### src/rtl/multi_cycle_control.sv
// Multi-cycle MIPS-style datapath controller.
// Sequences fetch, decode, memory, execute and write-back states and decodes
// the datapath control word from the current state.
//
// Parameter:
//   MEM_HANDSHAKE  1: memory states wait for MemReady; 0: memory states take one cycle
// Ports:
//   CLK, RST       clock (rising edge), synchronous active-low reset
//   OpCode[5:0]    opcode field from the instruction register
//   MemReady       memory access completes this cycle
//   MemRead, MemWrite, IorD                     memory request and address select
//   IRWrite, PCWrite, Branch, PCSrc[1:0]        instruction register / PC control
//   ALUSrcA, ALUSrcB[1:0], ALUOp[1:0]           ALU operand and operation select
//   RegWrite, RegDest, MemtoReg                 register file write-back control
//   IllegalOp      one-cycle pulse on an unsupported opcode in DECODE
//   State[3:0]     current state encoding (debug)
module multi_cycle_control #(
  parameter int unsigned MEM_HANDSHAKE = 1
) (
  input  logic       CLK,
  input  logic       RST,
  input  logic [5:0] OpCode,
  input  logic       MemReady,
  output logic       MemRead,
  output logic       MemWrite,
  output logic       IorD,
  output logic       IRWrite,
  output logic       PCWrite,
  output logic       Branch,
  output logic [1:0] PCSrc,
  output logic       ALUSrcA,
  output logic [1:0] ALUSrcB,
  output logic [1:0] ALUOp,
  output logic       RegWrite,
  output logic       RegDest,
  output logic       MemtoReg,
  output logic       IllegalOp,
  output logic [3:0] State
);

  localparam logic [5:0] OP_RTYPE = 6'b000000;
  localparam logic [5:0] OP_J     = 6'b000010;
  localparam logic [5:0] OP_BEQ   = 6'b000100;
  localparam logic [5:0] OP_ADDI  = 6'b001000;
  localparam logic [5:0] OP_LW    = 6'b100011;
  localparam logic [5:0] OP_SW    = 6'b101011;

  typedef enum logic [3:0] {
    FETCH  = 4'd0,
    DECODE = 4'd1,
    MEMADR = 4'd2,
    MEMRD  = 4'd3,
    MEMWB  = 4'd4,
    MEMWR  = 4'd5,
    EXEC   = 4'd6,
    ALUWB  = 4'd7,
    BRANCH = 4'd8,
    ADDIEX = 4'd9,
    ADDIWB = 4'd10,
    JUMP   = 4'd11
  } state_t;

  state_t state;

  // Memory access completes this cycle (always true without handshake).
  logic ready_c;
  assign ready_c = (MEM_HANDSHAKE == 32'd0) || MemReady;

  // State register with next-state selection.
  always_ff @(posedge CLK) begin
    if (!RST) begin
      state <= FETCH;
    end else begin
      case (state)
        FETCH:  if (ready_c) state <= DECODE;
        DECODE: begin
          case (OpCode)
            OP_LW, OP_SW: state <= MEMADR;
            OP_RTYPE:     state <= EXEC;
            OP_BEQ:       state <= BRANCH;
            OP_ADDI:      state <= ADDIEX;
            OP_J:         state <= JUMP;
            default:      state <= FETCH;
          endcase
        end
        // OpCode is held by the instruction register, so re-sampling is safe.
        MEMADR: begin
          if (OpCode == OP_LW)      state <= MEMRD;
          else if (OpCode == OP_SW) state <= MEMWR;
          else                      state <= FETCH;
        end
        MEMRD:  if (ready_c) state <= MEMWB;
        MEMWR:  if (ready_c) state <= FETCH;
        EXEC:   state <= ALUWB;
        ADDIEX: state <= ADDIWB;
        MEMWB, ALUWB, BRANCH, ADDIWB, JUMP: state <= FETCH;
        default: state <= FETCH;
      endcase
    end
  end

  // Control word decode; reset held low forces every output to zero so an
  // abandoned instruction cannot issue a write in the reset cycle.
  always_comb begin
    MemRead   = 1'b0;
    MemWrite  = 1'b0;
    IorD      = 1'b0;
    IRWrite   = 1'b0;
    PCWrite   = 1'b0;
    Branch    = 1'b0;
    PCSrc     = 2'b00;
    ALUSrcA   = 1'b0;
    ALUSrcB   = 2'b00;
    ALUOp     = 2'b00;
    RegWrite  = 1'b0;
    RegDest   = 1'b0;
    MemtoReg  = 1'b0;
    IllegalOp = 1'b0;
    State     = 4'd0;
    if (RST) begin
      State = 4'(state);
      case (state)
        FETCH: begin
          MemRead = 1'b1;
          ALUSrcB = 2'b01;
          IRWrite = ready_c;
          PCWrite = ready_c;
        end
        DECODE: begin
          ALUSrcB = 2'b11;
          case (OpCode)
            OP_LW, OP_SW, OP_RTYPE, OP_BEQ, OP_ADDI, OP_J: IllegalOp = 1'b0;
            default: IllegalOp = 1'b1;
          endcase
        end
        MEMADR: begin
          ALUSrcA = 1'b1;
          ALUSrcB = 2'b10;
        end
        MEMRD: begin
          MemRead = 1'b1;
          IorD    = 1'b1;
        end
        MEMWB: begin
          RegWrite = 1'b1;
          MemtoReg = 1'b1;
        end
        MEMWR: begin
          MemWrite = 1'b1;
          IorD     = 1'b1;
        end
        EXEC: begin
          ALUSrcA = 1'b1;
          ALUOp   = 2'b10;
        end
        ALUWB: begin
          RegWrite = 1'b1;
          RegDest  = 1'b1;
        end
        BRANCH: begin
          ALUSrcA = 1'b1;
          ALUOp   = 2'b01;
          Branch  = 1'b1;
          PCSrc   = 2'b01;
        end
        ADDIEX: begin
          ALUSrcA = 1'b1;
          ALUSrcB = 2'b10;
        end
        ADDIWB: begin
          RegWrite = 1'b1;
        end
        JUMP: begin
          PCWrite = 1'b1;
          PCSrc   = 2'b10;
        end
        default: begin
          State = 4'(state);
        end
      endcase
    end
  end

endmodule

### config.mk
export PLATFORM = sky130hd
export DESIGN_NAME = multi_cycle_control
export DESIGN_NICKNAME = d
export VERILOG_FILES = /design/src/rtl/multi_cycle_control.sv
export SDC_FILE = /design/constraint.sdc
export NUM_CORES = 1
export LEC_CHECK = 0
export BUFFER_PORTS_ARGS = -buffer_cell sky130_fd_sc_hd__buf_2
export CAP_MARGIN = 20
export CORE_UTILIZATION = 34
export CTS_CLUSTER_DIAMETER = 80
export CTS_CLUSTER_SIZE = 12
export DETAILED_ROUTE_END_ITERATION = 6
export PLACE_DENSITY = 0.65
export SLEW_MARGIN = 20
export SYNTH_ARGS = -nofsm -noshare
export SYNTH_HDL_FRONTEND = slang
export SYNTH_SLANG_ARGS = --single-unit
### constraint.sdc
create_clock -name CLK -period 1.65 [get_ports CLK]
set_input_delay 0.4125 -clock CLK [delete_from_list [all_inputs] [get_ports CLK]]
set_output_delay 0.4125 -clock CLK [all_outputs]
set_load 0.02 [all_outputs]
-- Word level (Yosys, flattened, before mapping)
Index checks and enable logic that the tools add are counted.
- flip-flop bits (word level): 4
- latch bits: 0
- memory bits (writable): 0
- ROM bits: 0
- input bits: 9
- output and inout port bits: 21
- word-level logic and storage cells: 67
- memories kept: 0
- add/subtract/negate cells: 0
- multipliers: 0
- divide/modulo/power cells: 0
- magnitude comparators: 0
- eq/ne operators: 19
- shift operators: 0
- mux-type cells: 37
- bitwise logic cells: 0
- reductions and logical operators: 10
- operators with widths (cell ; count):
    4-bit case mux with 7 select lines ; 1
    1-bit two-way mux ; 22
    4-bit case mux with 5 select lines ; 1
    4-bit by 3-bit == test with 1-bit output (second input constant) ; 4
    4-bit == test (second input constant) ; 4
    4-bit two-way mux ; 4
    6-bit == test (second input constant) ; 2
    4-bit by 2-bit == test with 1-bit output (second input constant) ; 2
    2-bit case mux with 2 select lines ; 2
    2-bit OR reduction ; 4
    6-bit by 2-bit == test with 1-bit output (second input constant) ; 1
    6-bit by 3-bit == test with 1-bit output (second input constant) ; 1
    6-bit by 4-bit == test with 1-bit output (second input constant) ; 1
    6-bit logical NOT ; 1
    2-bit two-way mux ; 3
    3-bit two-way mux ; 2
    2-bit inequality test (second input constant) ; 3
    2-bit case mux with 3 select lines ; 1
    6-bit OR reduction ; 1
    4-bit by 1-bit == test with 1-bit output (second input constant) ; 1
    4-bit logical NOT ; 1
    4-bit OR reduction ; 1
    3-bit AND reduction ; 1
    3-bit OR reduction ; 1
    1-bit case mux with 2 select lines ; 1

-- Logic depth before layout (Yosys ltp)
Gate-level depths: netlist of the first run.
- depth after elaboration: 5
- mapped depth: 5
- depth with buffers taken out: 4

-- Worst setup path after synthesis of the first run
Ideal clock, no wire load.
- path type: input -> output
- start: input port RST
- end: output port ALUOp[1]
- arrival: 1.453 ns
- required time: 1.237 ns
- slack: -0.215 ns
- stages: 4
- buffers on the path: 1
- path through: clkbuf_1 and2_1 nand2_1 nor3_1
- word-level cells in the longest chain between the ends: 1
- ends and longest elaborated chain (item ; RTL line ; text):
    start, declared ; 21 ; input logic RST,
    2-bit two-way mux ; 120 ; if (RST) begin
    end, declared ; 33 ; output logic [1:0] ALUOp,
Every way passes these cells.

-- Final worst setup path of the first run
- start: register state[2]
- end: output port RegWrite
- word-level cells in the longest chain between the ends: 4
- elaborated cells between the ends (all ways): 6
- those cells by class: eq/ne: 3; mux: 2; reduce/logical: 1
- ends and longest elaborated chain (item ; RTL line ; text):
    start, declared ; 63 ; state_t state;
    start signal, assigned ; 72 ; state <= FETCH;
    start signal, assigned ; 75 ; FETCH: if (ready_c) state <= DECODE;
    start signal, assigned ; 78 ; OP_LW, OP_SW: state <= MEMADR;
    4-bit by 3-bit == test with 1-bit output or 4-bit == test (tied branches) ; 122 ; case (state)
    3-bit OR reduction (no line) * ; - ;
    1-bit two-way mux * ; 122 ;
    1-bit two-way mux * ; 120 ;
    end, declared ; 34 ; output logic RegWrite,
Every way passes the cells marked *; elsewhere a longest branch is shown, timed or not.

==> results of run 1 <==
==> stage by stage <==
stage / TNS, ns / instances / hold WS [ns] / utilization / total power [mW]
5_1_grt: -1.15 / 160 / 0.632 / 0.693 / 0.511
2_1_floorplan: -0.110 / 92 / 0.628 / - / 0.221
3_5_place_dp: -0.0917 / 149 / 0.622 / 0.563 / 0.304
3_3_place_gp: -0.0812 / 149 / 0.609 / 0.563 / 0.301
6_report: -0.456 / 160 / 0.613 / 0.693 / 0.479
4_1_cts: -0.295 / 158 / 0.602 / 0.646 / 0.456
==> cells in the final DEF (no fill, tap or decap), drive strengths merged, types with 4 or more instances in the layout <==
cell	instances
nor3	6
nand2b	5
nor2	12
nand2	13
and2	5
buf	58
dfxtp	4
==> cells by family (layout without fill, tap and decap cells) <==
group	count (synthesis)	in the layout
compound gates	20	20
xor+xnor	2	2
buf+inv	10	62
flops	4	4
mux	1	1
simple gates	55	55
==> Yosys cell counts (3+ instances only) <==
cell,count
nor3_1,6
nor2_1,10
clkbuf_1,3
dfxtp_1,4
a21oi_1,3
and3_1,3
o21ai_0,3
a22o_1,3
buf_2,3
and2_1,5
nand3_1,3
nand2_1,13
nand2b_1,5
==> final cells by class <==
class | instances | share of cell area
multi-input combinational | 78 | 0.490
timing repair buffer | 58 | 0.387
sequential | 4 | 0.0802
inverter | 1 | 0.00344
clock buffer | 3 | 0.0206
tap | 16 | 0.0183
==> final timing paths <==
kind | startpoint | cells past startpoint | end | slack (ns)
max | state[2] | 6 | RegWrite | -0.12
min | state[3] | 2 | state[3] | 0.61
max reg2reg | state[2] | 7 | state[0] | 0.17
min reg2reg | state[3] | 2 | state[3] | 0.61
==> power by group through the flow <==
stage | sequential (mW) | clock (mW) | combinational, mW
2_1_floorplan | 0.104 | 0 | 0.117
3_3_place_gp | 0.107 | 0 | 0.195
3_5_place_dp | 0.107 | 0 | 0.196
4_1_cts | 0.106 | 0.124 | 0.226
5_1_grt | 0.107 | 0.131 | 0.273
6_report | 0.106 | 0.118 | 0.256
==> worst max-delay path: stages (launching register included) <==
cell and delay, ns:
dfxtp_2 0.32, buf_6 0.12, and2b_1 0.18, mux2i_1 0.13, o22ai_1 0.08, and2_1 0.16
buf_6 0.13
==> layer usage <==
metal | global-route usage | up-vias | wire [um] | share of wire
li1 | - | 431 | - | -
met2 | 0.332 | 37 | 1050 | 0.51
met1 | 0.271 | 420 | 862 | 0.42
met5 | 0 | - | 0 | 0
met4 | 0.0364 | 0 | 7 | 0.0034
met3 | 0.0367 | 2 | 123 | 0.060
==> timing repair <==
action                                  in CTS  in global routing
endpoints found under the setup margin      11                 13
resized for setup                           23                 16
pin swaps                                    6                  5
buffers inserted                             6                  2
==> flow_metrics.py, run 1 <==
metrics = {
    "synthesis": {
        "ys_warn_count": 0,
        "yosys.area.top_type": "dfxtp_1",
        "synth.mux.area_fraction": 0.0166,
        "synth_xor_xnor_area_share": 0.0290,
        "synth_compound_area_frac": 0.263,
        "synthDominantCellAreaShare": 0.133,
        "synth_top_cells_by_area": "dfxtp_1 (13%), nand2_1 (8.1%), nor2_1 (6.2%)",
        "synthCells": 92,
        "synth_flop_cell": "dfxtp_1",
        "synth_edf_count": 0,
        "synth_adder_area_share": 0,
        "yosysSeqAreaShare": 0.133,
        "synth.avg_cell_area_sq_um": 6.57,
        "synth.ff_latch_count": 4,
        "synth_top_family_by_area": "simple AND/OR/NAND/NOR gates",
        "synth_fp_nets": 101,
        "syn-cell-area_sq_um": 604,
        "synth_cell_types": 35,
        "synthArstFlopShare": 0,
        "yosys.area_share.simple": 0.466,
    },
    "layout": {
        "drive_gt1_frac": 0.583,
        "antenna_cells": 0,
        "largest_reg_flops": 4,
        "seq_area_sq_um": 87.6,
        "syn_to_final_growth_pct": 80.7,
        "reg.largest.list": "state (4)",
        "multiInputGateArea_sq_um": 536,
        "nNetsFinal": 155,
        "final_cell_area_sq_um": 1090,
        "top_register": "state",
        "fillers": 121,
    },
    "detailed_routing": {
        "first_iter_violations": 24,
        "postRouteAntennaNets": 0,
        "drcViolationCount": 0,
        "drt-total-wl_um": 2040,
        "vias_per_cell": 5.56,
        "drt_first_pass_iters": 6,
        "wl_per_cell_um": 12.8,
        "vias": 890,
    },
    "clock_network": {
        "cts_num_sinks": 4,
        "clk_latency_ns": 0.23,
        "clk_pin_slew_worst_paths_ns": 0.04,
        "cts_tree": "built",
        "ctsHoldBuffers": 0,
        "clk_path_buf_depth": 2,
        "root_buffer": "clkbuf_4",
        "cts_max_level": 1,
        "cts_buffers": 3,
    },
    "place": {
        "place_hpwl_um": 1370,
        "pre_cts_ws_ns": -0.0625,
        "port_buffers": 29,
        "dpl-instance-area_sq_um": 887,
        "globalplace.congestion": 0.886,
    },
    "job": {
        "drv_cap": 0,
    },
    "floorplanning": {
        "fp.dieH_um": 44.2,
        "io_pins": 30,
        "die-area_sq_um": 1950,
        "rows": 14,
        "design.core.area_sq_um": 1580,
        "die_w_um": 44.2,
        "initial_core_util": 0.383,
    },
    "timing": {
        "hold_violations": 0,
        "period_share": 1.07,
        "tightestPinTransition_ns": 0.322,
        "slew_headroom": 0.785,
        "clock_skew_ns": 0.000110,
        "final.setup.worst_slack_ns": -0.121,
        "setup_viol": 9,
        "fmax_mhz": 565,
        "rsz0062_at_grt": "yes",
        "period_needed_ns": 1.77,
        "slew_viol_final": 0,
    },
    "global_routing": {
        "grt_pass1_wl_um": 3000,
        "grt_overflow_total": 0,
        "antenna_found_initial": 0,
        "grt.total_usage": 0.200,
        "grt_pass1_vias": 708,
        "grt_max_degree": 9,
    },
    "pwr": {
        "leakage_nw": 0.538,
        "seqPwrFrac": 0.221,
        "switchingPower_uw": 170,
        "clock_power_share": 0.246,
        "swShare": 0.355,
        "internal_power_uw": 309,
        "ir_drop_mv": 0.246,
        "power.density_nw_per_um2": 439,
        "comb_power_share": 0.534,
    },
    "critical_path": {
        "path_class": "flop to output pin",
        "crit_path_start_kind": "flop",
        "worstPathArrival_ns": 1.36,
        "worstPathMaxFanout": 5,
        "cp.required_ns": 1.24,
        "end_kind": "output pin",
    },
    "status": {
        "violations": "negative setup slack",
        "status": "finished with violations",
    },
    "worst_hold_path": {
        "hp-class": "flop to flop",
    },
}
Power figures use the tool's default switching activity.
==> run 2: changes to the inputs <==
--- a/config.mk
+++ b/config.mk
@@ -5,13 +5,14 @@
 export SDC_FILE = /design/constraint.sdc
 export NUM_CORES = 1
 export LEC_CHECK = 0
+export ABC_AREA = 1
 export BUFFER_PORTS_ARGS = -buffer_cell sky130_fd_sc_hd__buf_2
 export CAP_MARGIN = 20
 export CORE_UTILIZATION = 34
 export CTS_CLUSTER_DIAMETER = 80
 export CTS_CLUSTER_SIZE = 12
 export DETAILED_ROUTE_END_ITERATION = 6
-export PLACE_DENSITY = 0.65
+export PLACE_DENSITY = 0.66
 export SLEW_MARGIN = 20
 export SYNTH_ARGS = -nofsm -noshare
 export SYNTH_HDL_FRONTEND = slang
==> flow_metrics.py, run 2 <==
metrics = {
    "timing": {
        "tightestPinTransition_ns": 0.233,
        "clock_skew_ns": 0.00436,
        "period_share": 1.03,
        "slew_viol_final": 0,
        "hold_violations": 0,
        "rsz0062_at_grt": "yes",
        "fmax_mhz": 588,
        "slew_headroom": 0.844,
        "period_needed_ns": 1.70,
        "setup-tns-final_ns": -0.211,
        "final.setup.worst_slack_ns": -0.0508,
        "setup_viol": 8,
    },
    "synthesis": {
        "synth.most_common_cell": "nand2_1",
        "syn-cell-area_sq_um": 572,
        "synth_flop_cell": "dfxtp_1",
        "synth_edf_count": 0,
        "synth_cell_types": 18,
        "yosys.area.top_type": "nand2_1",
        "yosysSeqAreaShare": 0.140,
        "synth_fp_nets": 123,
        "synth.avg_cell_area_sq_um": 5.02,
        "ys_top_cells_by_count": "nand2_1 (34), nor2_1 (21), inv_1 (16)",
        "ys_warn_count": 0,
        "synthDominantCellAreaShare": 0.223,
        "synth_top_cells_by_area": "nand2_1 (22%), dfxtp_1 (14%), nor2_1 (14%)",
        "synth.ff_latch_count": 4,
        "synthArstFlopShare": 0,
        "synthCells": 114,
    },
    "place": {
        "pre_cts_ws_ns": -0.00580,
        "dpl-instance-area_sq_um": 803,
        "place_hpwl_um": 1340,
        "globalplace.congestion": 0.838,
        "dp_cells": 161,
        "port_buffers": 29,
    },
    "layout": {
        "reg.largest.list": "state (4)",
        "layout_common_cells": "nand2_1 (28), nor2_1 (19), buf_2 (17)",
        "largest_reg_flops": 4,
        "nNetsFinal": 167,
        "final_cell_area_sq_um": 1040,
        "syn_to_final_growth_pct": 82.5,
        "final_common_cell": "nand2_1",
        "top_register": "state",
        "antenna_cells": 0,
        "drive_gt1_frac": 0.532,
        "layoutNonFillerInstCount": 172,
    },
    "clock_network": {
        "cts_max_level": 1,
        "cts_num_sinks": 4,
        "cts_tree": "built",
        "clk_pin_slew_worst_paths_ns": 0.04,
        "cts_buffers": 3,
        "ctsHoldBuffers": 0,
        "root_buffer": "clkbuf_4",
        "clk_latency_ns": 0.24,
        "clk_path_buf_depth": 2,
    },
    "pwr": {
        "switchingPower_uw": 173,
        "clock_power_share": 0.277,
        "total_power_uw": 443,
        "ir_drop_mv": 0.355,
        "internal_power_uw": 269,
        "comb_power_share": 0.475,
        "leakage_nw": 0.584,
        "swShare": 0.391,
        "seqPwrFrac": 0.248,
        "power.density_nw_per_um2": 424,
    },
    "critical_path": {
        "reg2reg_to": "state[0]",
        "crit_path_start_kind": "flop",
        "path_class": "flop to output pin",
        "cp.required_ns": 1.24,
        "r2r-start": "state[3]",
        "worstPathArrival_ns": 1.29,
        "regToRegSetupSlack_ns": 0.28,
        "crit_start": "state[3]",
        "endpoint": "IorD",
        "worstPathMaxFanout": 6,
        "r2r_cells": 9,
        "end_kind": "output pin",
    },
    "detailed_routing": {
        "first_iter_violations": 19,
        "drcViolationCount": 0,
        "postRouteAntennaNets": 0,
        "vias_per_cell": 4.97,
        "wl_per_cell_um": 11.2,
        "drt_first_pass_iters": 4,
        "drt-total-wl_um": 1920,
        "vias": 854,
    },
    "status": {
        "violations": "negative setup slack",
        "status": "finished with violations",
    },
    "floorplanning": {
        "die-area_sq_um": 1850,
        "die_w_um": 43.0,
        "io_pins": 30,
        "fp.dieH_um": 43.0,
        "initial_core_util": 0.371,
        "design.core.area_sq_um": 1540,
        "rows": 14,
    },
    "global_routing": {
        "grt_max_degree": 8,
        "grt.total_usage": 0.213,
        "grt_pass1_wl_um": 2990,
        "grt_pass1_vias": 747,
        "antenna_found_initial": 0,
        "grt_overflow_total": 0,
    },
    "job": {
        "drv_cap": 0,
    },
    "worst_hold_path": {
        "hp-class": "input port to flop",
        "min_from": "MemReady",
    },
}
[run 2: layout make-up]
type	instances	area, sq um
inverter	20	77.6
tap	16	20.0
clock buffer	3	22.5
timing repair buffer	43	329
fill	135	498
sequential	4	95.1
multi-input combinational	86	499
[run 2: repair_timing]
action	in CTS	in global routing
resized for setup	24	27
endpoints found under the setup margin	16	14
gates cloned	0	0
setup buffers	4	4
pin swaps	4	10
[run 2: worst min path at each step]
stage	end	slack (ns)	cells past startpoint
floorplan	state[2]	0.57	3
global placement	state[2]	0.55	4
detailed placement	state[2]	0.56	4
CTS	state[1]	0.46	4
global route	state[0]	0.48	4
finish	state[1]	0.46	4
[run 2: cells by family after synthesis]
| group | Yosys count | synth area share |
|---|---|---|
| AOI/OAI and AO/OA | 8 | 0.0788 |
| and+or+nand+nor | 78 | 0.602 |
| buffers and inverters | 24 | 0.179 |
| DFF | 4 | 0.140 |
[run 2: layer usage]
metal | up-vias | track usage | routed length (um)
met5 | - | 0 | 0
li1 | 438 | - | -
met3 | 5 | 0.0553 | 83
met1 | 381 | 0.237 | 754
met4 | 0 | 0.115 | 29
met2 | 30 | 0.367 | 1050
[run 2: stage by stage]
step / hold slack, ns / utilization
floorplan: 0.573 / -
global placement: 0.550 / 0.521
detailed placement: 0.559 / 0.521
CTS: 0.461 / 0.601
global route: 0.476 / 0.677
finish: 0.463 / 0.677
[run 2: worst max-delay path: stages, from the launching register on]
cell	delay, ns
dfxtp_4	0.37
nor2_4	0.16
inv_2	0.08
nor2_4	0.12
inv_2	0.05
a21oi_2	0.12
buf_4	0.14
[run 2: power groups by stage]
stage	sequential, mW	combinational, mW	clock (mW)
CTS	0.108	0.181	0.126
detailed placement	0.111	0.162	0
finish	0.110	0.210	0.123
global route	0.111	0.229	0.134
global placement	0.111	0.161	0
floorplan	0.114	0.106	0
